### config.mk
export PLATFORM = sky130hd
export DESIGN_NAME = async_req_scheduler
export DESIGN_NICKNAME = d
export VERILOG_FILES = /design/src/rtl/async_req_pkg.sv /design/src/rtl/async_req_scheduler_sync.sv /design/src/rtl/async_req_scheduler.sv
export SDC_FILE = /design/constraint.sdc
export NUM_CORES = 1
export LEC_CHECK = 0
export ABC_AREA = 1
export BUFFER_PORTS_ARGS = -buffer_cell sky130_fd_sc_hd__buf_2
export CORE_MARGIN = 2
export CORE_UTILIZATION = 25
export CTS_CLUSTER_DIAMETER = 200
export DETAILED_ROUTE_END_ITERATION = 16
export GPL_TIMING_DRIVEN = 0
export SYNTH_ARGS = -nofsm -noshare
export SYNTH_HDL_FRONTEND = slang
export SYNTH_SLANG_ARGS = --single-unit
### constraint.sdc
create_clock -name clk -period 1.4 [get_ports clk]
set_clock_uncertainty 0.05 [all_clocks]
set_input_delay 0.07 -clock clk [delete_from_list [all_inputs] [get_ports clk]]
set_output_delay 0.07 -clock clk [all_outputs]
set_load 0.05 [all_outputs]
### src/rtl/async_req_pkg.sv
// Shared constants and FSM state type for the asynchronous request scheduler.
package async_req_pkg;

  // Shallowest synchronizer chain that still resolves metastability.
  localparam int MIN_STAGES = 2;
  // Largest number of request lines the scheduler supports.
  localparam int MAX_REQ    = 16;

  // Output handshake states: waiting for work, or holding an offered event.
  typedef enum logic [0:0] {
    S_IDLE  = 1'b0,
    S_OFFER = 1'b1
  } state_e;

endpackage

### src/rtl/async_req_scheduler_sync.sv
// Multi-flop level synchronizer; every flop clears on reset so the output starts low.
module synchronizer #(
  parameter int STAGES = 3
) (
  input  logic clk,
  input  logic rstn,
  input  logic async_sig_i,
  output logic sync_sig_o
);

  logic [STAGES-1:0] chain_q;

  // Shift the raw level through the chain; the last flop is the usable copy.
  always_ff @(posedge clk or negedge rstn) begin
    if (!rstn) begin
      chain_q <= {STAGES{1'b0}};
    end else begin
      chain_q <= {chain_q[STAGES-2:0], async_sig_i};
    end
  end

  assign sync_sig_o = chain_q[STAGES-1];

endmodule

### src/rtl/async_req_scheduler.sv
// Brings NUM_REQ asynchronous request lines into the clk domain, turns each rising
// edge into a pending flag and hands pending lines to one consumer in round-robin order.
module async_req_scheduler
  import async_req_pkg::*;
#(
  parameter  int NUM_REQ = 4,
  parameter  int STAGES  = 3,
  localparam int ID_W    = $clog2(NUM_REQ)
) (
  input  logic               clk,
  input  logic               rstn,
  input  logic [NUM_REQ-1:0] async_req_i,
  output logic               evt_valid_o,
  output logic [ID_W-1:0]    evt_id_o,
  input  logic               evt_ready_i,
  output logic [NUM_REQ-1:0] overflow_o,
  input  logic               ovf_clr_i
);

  logic [NUM_REQ-1:0] sync_s;
  logic [NUM_REQ-1:0] prev_q;
  logic [NUM_REQ-1:0] rise_s;
  logic [NUM_REQ-1:0] pending_q;
  logic [NUM_REQ-1:0] pending_d;
  logic [NUM_REQ-1:0] overflow_q;
  logic [NUM_REQ-1:0] overflow_d;
  logic [NUM_REQ-1:0] grant_s;
  logic [NUM_REQ-1:0] ovf_set_s;
  logic               accept_s;
  logic [ID_W-1:0]    pick_s;
  state_e             state_q;
  logic               evt_valid_q;
  logic [ID_W-1:0]    evt_id_q;
  logic [ID_W-1:0]    rr_ptr_q;

  // First set bit of req at or above ptr, wrapping around modulo NUM_REQ.
  function automatic logic [ID_W-1:0] rr_pick(input logic [NUM_REQ-1:0] req,
                                              input logic [ID_W-1:0]    ptr);
    logic [ID_W-1:0] sel;
    logic            found;
    int              idx;
    sel   = {ID_W{1'b0}};
    found = 1'b0;
    for (int j = 0; j < NUM_REQ; j++) begin
      idx = (int'(ptr) + j) % NUM_REQ;
      if (!found && req[idx]) begin
        sel   = ID_W'(idx);
        found = 1'b1;
      end
    end
    return sel;
  endfunction

  // Successor index with wrap at NUM_REQ (NUM_REQ need not be a power of two).
  function automatic logic [ID_W-1:0] rr_next(input logic [ID_W-1:0] id);
    if (int'(id) >= NUM_REQ - 1) begin
      return {ID_W{1'b0}};
    end else begin
      return id + ID_W'(1);
    end
  endfunction

  for (genvar gi = 0; gi < NUM_REQ; gi++) begin : g_sync
    synchronizer #(.STAGES(STAGES)) u_sync (
      .clk        (clk),
      .rstn       (rstn),
      .async_sig_i(async_req_i[gi]),
      .sync_sig_o (sync_s[gi])
    );
  end

  assign rise_s   = sync_s & ~prev_q;
  assign accept_s = (state_q == S_OFFER) & evt_ready_i;
  assign pick_s   = rr_pick(pending_q, rr_ptr_q);

  // Pending/overflow next state: a rise coinciding with acceptance re-arms the line
  // instead of counting as an overflow; an overflow set beats a same-cycle clear.
  always_comb begin
    grant_s = {NUM_REQ{1'b0}};
    if (accept_s) begin
      grant_s[evt_id_q] = 1'b1;
    end else begin
      grant_s = {NUM_REQ{1'b0}};
    end
    pending_d = rise_s | (pending_q & ~grant_s);
    ovf_set_s = rise_s & pending_q & ~grant_s;
    if (ovf_clr_i) begin
      overflow_d = ovf_set_s;
    end else begin
      overflow_d = overflow_q | ovf_set_s;
    end
  end

  // Edge history, pending flags and sticky overflow bits.
  always_ff @(posedge clk or negedge rstn) begin
    if (!rstn) begin
      prev_q     <= {NUM_REQ{1'b0}};
      pending_q  <= {NUM_REQ{1'b0}};
      overflow_q <= {NUM_REQ{1'b0}};
    end else begin
      prev_q     <= sync_s;
      pending_q  <= pending_d;
      overflow_q <= overflow_d;
    end
  end

  // Offer FSM: pick only in IDLE, hold id/valid through OFFER, advance pointer on transfer.
  always_ff @(posedge clk or negedge rstn) begin
    if (!rstn) begin
      state_q     <= S_IDLE;
      evt_valid_q <= 1'b0;
      evt_id_q    <= {ID_W{1'b0}};
      rr_ptr_q    <= {ID_W{1'b0}};
    end else begin
      case (state_q)
        S_IDLE: begin
          if (|pending_q) begin
            evt_id_q    <= pick_s;
            evt_valid_q <= 1'b1;
            state_q     <= S_OFFER;
          end
        end
        S_OFFER: begin
          if (evt_ready_i) begin
            evt_valid_q <= 1'b0;
            rr_ptr_q    <= rr_next(evt_id_q);
            state_q     <= S_IDLE;
          end
        end
        default: begin
          evt_valid_q <= 1'b0;
          state_q     <= S_IDLE;
        end
      endcase
    end
  end

  assign evt_valid_o = evt_valid_q;
  assign evt_id_o    = evt_id_q;
  assign overflow_o  = overflow_q;

endmodule
==> key figures, run 1 <==
Setup path
  • Buf+Inv Stages, Crit Path: 4
  • Worst EP arrival: 1.53 ns
  • Slowest cell delay on critical path: 0.44 ns
  • Worst R2R Path Depth: 13
  • Max FO, Critical Path: 5
  • Crit end category: flop
  • Setup slack, reg-to-reg: -0.01 ns
  • R2r endpoint: evt_id_o[1]
  • CP delay by family, top: simple AND/OR/NAND/NOR gates
  • Crit-path most repeated cell: nand2_1
  • Worst-path cell chain: inv_2 > buf_6 > nand2_2 > nand2_2 > nand2_1 > nand2_1 > nand2_1 > inv_1 > nand3_1 > nand2_1 > inv_1 > nand2_1 > nand2_1
  • Startpoint Class: flop
  • Critical-path top delay cell: dfrtp_2
  • Worst reg2reg path startpoint: rr_ptr_q[0]
  • Critical path class: reg -> reg
  • WP data required: 1.52 ns

Global route
  • Largest net degree at the start of global routing: 31
  • Initial antenna violation count: 0
  • First-pass GRT wire length: 4.17 mm
  • Total GRT Usage: 9.30%
  • Number of global-route vias before repair: 971
  • Congestion Overflow GR: 0

Place
  • Placed cells: 232
  • Area after DPL: 0.00146 mm^2
  • Port-buffer cells: 14
  • Place WS: -0.0412 ns
  • Dpl hpwl: 1.68 mm
  • Gpl congestion: 0.825

Final layout
  • FF/Latch Area: 756 um^2
  • Multi-input gate area: 469 um^2
  • Nets: 188
  • Antenna diode count: 0
  • Post-Layout Inst Area: 0.00168 mm^2
  • Non-filler instance count after layout: 246
  • Layout area overhead: 29.4%
  • Share of cells above drive strength 1: 26.1%
  • Fill cells: 534

Synthesis
  • Syn_nets: 160
  • Register bit count reported by yosys: 30
  • Netlist cell types: 21
  • Share of Yosys cell area claimed by the top area cell type: 57.9%
  • Synth Area in Compound Gates: 5.50%
  • Adder-Cell Fraction of Synth Area: 3.86%
  • Post-Synth Simple-Gate Area: 24.3%
  • Syn Inst Count: 148
  • Sequential cell area fraction in the yosys report: 57.9%
  • Largest family of logic cells by synthesized area: simple AND/OR/NAND/NOR gates
  • Yosys warnings: 0
  • Post-Syn Area: 0.00130 mm^2
  • Largest area contributor in the netlist: dfrtp_1
  • Post-synthesis mux area share: 0%
  • Post-Synth XOR/XNOR Area: 0%
  • Largest cells by area after synthesis: dfrtp_1 58%, nand2_1 17%, inv_1 6.1%
  • Syn_area_per_cell: 8.76 um^2

Die
  • Row count: 26
  • Die width: 76.0 um
  • DIE AREA: 0.00578 mm^2
  • Chip height: 76.0 um
  • Core ar.: 0.00504 mm^2
  • Ports: 15
  • Starting Density: 25.7%

Detailed routing
  • Drt pass-1 iters: 2
  • Vias per cell: 4.04
  • Routed WL per cell: 10.1 um
  • Detail Route Antenna Nets: 0
  • Vias post-DR: 994
  • Remaining DRCs: 0
  • WL final: 2.49 mm
  • Iter 0 DRT Violations: 41

Run
  • Max-cap viol count: 0

Hold path
  • Worst hold path stage count: 4
  • Worst Hold Path EP: state_q
  • Worst min path class: in -> reg
  • Worst Min Path Start: evt_ready_i

Clock network
  • Clk slew on worst S/H paths: 0.06 ns
  • H-tree levels: 2
  • Clock sinks: 30
  • Inserted Clock Buffers: 5
  • CTS tree: built
  • Clk Latency, worst-skew pair: 0.28 ns
  • CTS Root Cell: clkbuf_8
  • # Post-CTS Setup Buffers: 0
  • Maximum clock path buffer count: 2

STA
  • Fin. Hold Viols: 0
  • Setup violations, final: 1
  • Worst setup margin: -0.0107 ns
  • Max Clock Freq: 709 MHz
  • Worst slew pin tran: 0.663 ns
  • Max-slew violations: 0
  • Max_slew headroom: 55.8%
  • Final worst-path cycle share: 101%
  • RSZ-0062 raised after global routing: yes
  • Total negative slack: -0.0107 ns
  • Fin crit period: 1.41 ns

Power
  • PwrDens: 2080 mW/mm^2
  • Tot Pwr: 3.50 mW
  • Leakage: 0.882 nW
  • IR drop worst, VDD: 735 uV

Outcome
  • Failing checks: setup timing
  • Status: finished with violations
==> per-stage QoR <==
stage	hold slack (ns)	utilization (%)
2_1_floorplan	-0.276	-
6_report	0.126	33.3
3_5_place_dp	0.0898	28.9
5_1_grt	0.165	33.3
4_1_cts	0.121	32.9
3_3_place_gp	0.0838	28.9
==> repair_timing <==
action	4_1_cts	5_1_grt
pin swaps	1	1
hold buffers	6	0
endpoints found under the hold margin	36	0
setup endpoints to repair	2	2
gates resized for setup	8	8
gates cloned	1	0
==> worst max-delay path by stage <==
stage	startpoint	to	slack, ns	cells after the start
3_3_place_gp	rr_ptr_q[1]	evt_id_o[1]	-0.03	12
3_5_place_dp	rr_ptr_q[0]	evt_id_o[1]	-0.04	12
5_1_grt	rr_ptr_q[0]	evt_id_o[1]	-0.11	12
2_1_floorplan	rr_ptr_q[0]	evt_id_o[1]	0.10	11
4_1_cts	rr_ptr_q[0]	evt_id_o[1]	-0.04	12
6_report	rr_ptr_q[0]	evt_id_o[1]	-0.01	13
==> power breakdown <==
part           switching, mW  total (mW)  internal, mW
Combinational          0.940        1.42         0.477
Sequential             0.182        1.21          1.03
Clock                  0.300       0.868         0.568
==> placed cells by master, fill, tap and decap left out <==
cell type / count
nand2_1: 50
dfrtp_1: 26
inv_1: 21
buf_2: 14
nand2_2: 12
clkbuf_8: 6
dlygate4sd3_1: 6
nand3_1: 5
o21ai_0: 4
ha_1: 4
dfrtp_2: 4
o22ai_1: 3
nand3_2: 3
nor2_1: 3
a21oi_1: 2
buf_6: 2
clkinv_1: 1
o32ai_1: 1
nor4_1: 1
inv_2: 1
inv_4: 1
o211ai_1: 1
nor2_2: 1
nand4_1: 1
a31oi_1: 1
bufinv_16: 1
buf_4: 1
==> final cells by class <==
type                       count  area share [%]
sequential                    30            45.0
multi-input combinational     92            28.0
timing repair buffer          21            8.20
inverter                      24            5.52
tap                           70            5.22
clock buffer                   6            4.92
clock inverter                 1            1.79
buffer                         2            1.34
==> metal layers <==
layer	vias up	track usage (%)	part of all wire (%)
li1	509	-	-
met1	460	10.9	47
met2	18	14.8	47
met3	7	3.55	3.9
met4	0	4.91	1.7
met5	-	0	0
==> synth_stat cells <==
library cell,instances
nor2_1,3
clkinv_1,1
a21oi_1,2
ha_1,4
inv_2,2
nor4_1,1
nand2_2,3
nor2_2,1
o211ai_1,1
dfrtp_1,30
nand2_1,59
inv_1,21
o21ai_0,4
nand4_1,1
o32ai_1,1
buf_6,1
nand3_2,1
o22ai_1,3
nand3_1,7
buf_4,1
a31oi_1,1
==> kinds of logic after synthesis <==
| group | after synthesis |
|---|---|
| compound gates | 12 |
| fa+ha+maj | 4 |
| simple gates | 76 |
| flops | 30 |
| buf+inv | 26 |
==> flip-flops by register name, indices dropped and copies added, names as in the netlist <==
signal,cells
evt_valid_o,1
prev_q,4
rr_ptr_q,2
pending_q,4
evt_id_o,2
overflow_o,4
g_sync.u_sync.chain_q,12
state_q,1
==> worst register-to-register path: stages, from the launching register on <==
cell	delay, ns
dfrtp_2	0.44
inv_2	0.09
buf_6	0.12
nand2_2	0.05
nand2_2	0.08
nand2_1	0.06
nand2_1	0.05
nand2_1	0.04
inv_1	0.06
nand3_1	0.07
nand2_1	0.06
inv_1	0.04
nand2_1	0.05
nand2_1	0.04
Power figures use the tool's default switching activity.
==> run 2: changes to the inputs <==
ABC_AREA = default   (was 1)
CORE_UTILIZATION = 50   (was 25)
PLACE_DENSITY = 0.71   (was default)
RECOVER_POWER = 25   (was default)
==> key figures, run 2 <==
Die
  • Row count: 17
  • Starting Density: 51.4%
  • Die width: 51.2 um
  • Chip height: 51.2 um
  • Core ar.: 0.00217 mm^2
  • DIE AREA: 0.00262 mm^2
  • Ports: 15

Setup path
  • Worst-path cell chain: and2b_2 > o21ai_0 > o2111ai_1 > o21ai_0
  • Max FO, Critical Path: 4
  • Critical-path top delay cell: dfrtp_1
  • R2r endpoint: evt_id_o[0]
  • Crit-path most repeated cell: o21ai_0
  • Worst EP arrival: 1.56 ns
  • WP data required: 1.60 ns
  • Setup slack, reg-to-reg: 0.04 ns
  • Critical path class: reg -> reg
  • Crit end category: flop
  • Startpoint Class: flop
  • Worst reg2reg path startpoint: rr_ptr_q[0]
  • Worst R2R Path Depth: 4
  • Slowest cell delay on critical path: 0.45 ns

Final layout
  • Post-Layout Inst Area: 0.00138 mm^2
  • Most flops, register: g_sync.u_sync.chain_q
  • Fin util: 63.6%
  • Share of cells above drive strength 1: 29.3%
  • Antenna diode count: 0
  • Commonest non-fill, non-tap cell in the layout: dfrtp_1
  • Commonest cells after routing, fill and taps aside: 28 x dfrtp_1, 15 x buf_2, 11 x nand2_1
  • Layout area overhead: 23.7%
  • Non-filler instance count after layout: 144
  • Nets: 127
  • Max reg flops: 12

Clock network
  • CTS Root Cell: clkbuf_4
  • Clk Latency, worst-skew pair: 0.33 ns
  • Clock sinks: 30
  • Clk slew on worst S/H paths: 0.09 ns
  • Maximum clock path buffer count: 2
  • Inserted Clock Buffers: 5
  • CTS tree: built
  • H-tree levels: 2
  • # Post-CTS Setup Buffers: 0

Detailed routing
  • Vias post-DR: 739
  • Vias per cell: 5.13
  • Remaining DRCs: 0
  • Detail Route Antenna Nets: 0
  • WL final: 1.94 mm
  • Drt pass-1 iters: 4
  • Iter 0 DRT Violations: 7
  • Routed WL per cell: 13.5 um

Place
  • Area after DPL: 0.00122 mm^2
  • Port-buffer cells: 14
  • Dpl hpwl: 1.27 mm
  • Placed cells: 129
  • Gpl congestion: 0.760

Synthesis
  • Syn_nets: 99
  • Yosys warnings: 0
  • Largest cells by area after synthesis: dfrtp_1 67%, ha_1 4.5%, nand2_1 3.7%
  • Post-Syn Area: 0.00111 mm^2
  • Sequential cell area fraction in the yosys report: 67.3%
  • Number of flops mapped to enable cells by yosys: 0
  • Share of Yosys cell area claimed by the top area cell type: 67.3%
  • Most frequent cell after synthesis: dfrtp_1
  • Netlist cell types: 22
  • Syn_area_per_cell: 12.8 um^2
  • Prevailing post-synth register cell: dfrtp_1
  • Register bit count reported by yosys: 30
  • Largest area contributor in the netlist: dfrtp_1
  • Asr flop ratio synth: 100%
  • Post-synth top cells: 30 x dfrtp_1, 11 x nand2_1, 7 x inv_1, 5 x nand3_1
  • Syn Inst Count: 87

STA
  • Final worst-path cycle share: 97.2%
  • Max Clock Freq: 735 MHz
  • Max-slew violations: 0
  • Max_slew headroom: 59.0%
  • Fin crit period: 1.36 ns
  • Setup violations, final: 0
  • Total negative slack: 0 ns
  • Fin. Hold Viols: 0
  • Worst slew pin tran: 0.615 ns

Global route
  • Congestion Overflow GR: 0
  • Number of global-route vias before repair: 736
  • First-pass GRT wire length: 3.26 mm
  • Total GRT Usage: 18.8%
  • Largest net degree at the start of global routing: 31
  • Initial antenna violation count: 0

Outcome
  • Status: completed

Power
  • Sw power: 1.01 mW
  • Leakage: 0.664 nW
  • Internal Power: 1.57 mW
  • PwrDens: 1870 mW/mm^2
  • IR drop worst, VDD: 1130 uV
  • Switching Fraction: 39.0%
  • Reg power frac: 47.7%
  • Combinational share of power: 31.7%
  • Clock group share of total power: 20.6%
  • Tot Pwr: 2.58 mW

Run
  • Max-cap viol count: 0

Hold path
  • Worst min path class: in -> async
run 2: area by class of cell:
cell class                 count  area [um^2]
clock inverter                 2         12.5
tap                           28         35.0
sequential                    30          753
inverter                       7         26.3
timing repair buffer          21          140
fill                         189          791
multi-input combinational     49          355
buffer                         1         5.00
clock buffer                   6         51.3
run 2: critical path, delay by kind of cell (launching register included):
family,cells,cell delay [ns]
AND/OR/NAND/NOR,1,0.27
AO/OA/AOI/OAI,3,0.52
flip-flops,1,0.45
run 2: cells by family after synthesis:
kind of cell / synth area share [%]
AO/OA/AOI/OAI: 9.88
adder cells (fa/ha/maj): 4.49
buffers and inverters: 2.81
flip-flops: 67.3
multiplexers: 2.92
AND/OR/NAND/NOR: 12.6
run 2: through the flow:
step                setup slack [ns]  hold WS [ns]
finish                        0.0388         0.227
global route                 -0.0261         0.292
CTS                           0.0415         0.240
detailed placement           -0.0123        0.0812
global placement            0.000993        0.0696
floorplan                     0.0508        -0.276
run 2: power groups by stage:
stage	Clock, mW	Combinational, mW	Sequential (mW)
3_3_place_gp	0	0.761	1.20
2_1_floorplan	0	0.399	1.39
3_5_place_dp	0	0.787	1.22
5_1_grt	0.598	0.895	1.25
6_report	0.532	0.819	1.23
4_1_cts	0.556	0.808	1.21
run 2: worst max path at each step:
| stage | startpoint | to | slack (ns) | depth (start not counted) |
|---|---|---|---|---|
| detailed placement | pending_q[1] | evt_id_o[0] | -0.01 | 4 |
| global route | pending_q[1] | evt_id_o[0] | -0.03 | 4 |
| floorplan | evt_id_o[0] | rr_ptr_q[1] | 0.05 | 3 |
| finish | rr_ptr_q[0] | evt_id_o[0] | 0.04 | 4 |
| global placement | pending_q[1] | evt_id_o[0] | 0.001 | 4 |
| CTS | pending_q[1] | evt_id_o[0] | 0.04 | 4 |
run 2: timing repair:
item / in CTS / in global routing
endpoints found under the setup margin: 1 / 2
resized for setup: 1 / 3
endpoints found under the hold margin: 39 / 0
hold buffers: 7 / 0
run 2: routing by layer:
layer | global-route usage, % | up-vias | routed length [um]
met5 | 0 | - | 0
met2 | 26.4 | 17 | 939
li1 | - | 352 | -
met3 | 8.77 | 8 | 86
met4 | 13.6 | 0 | 80
met1 | 22.6 | 362 | 833
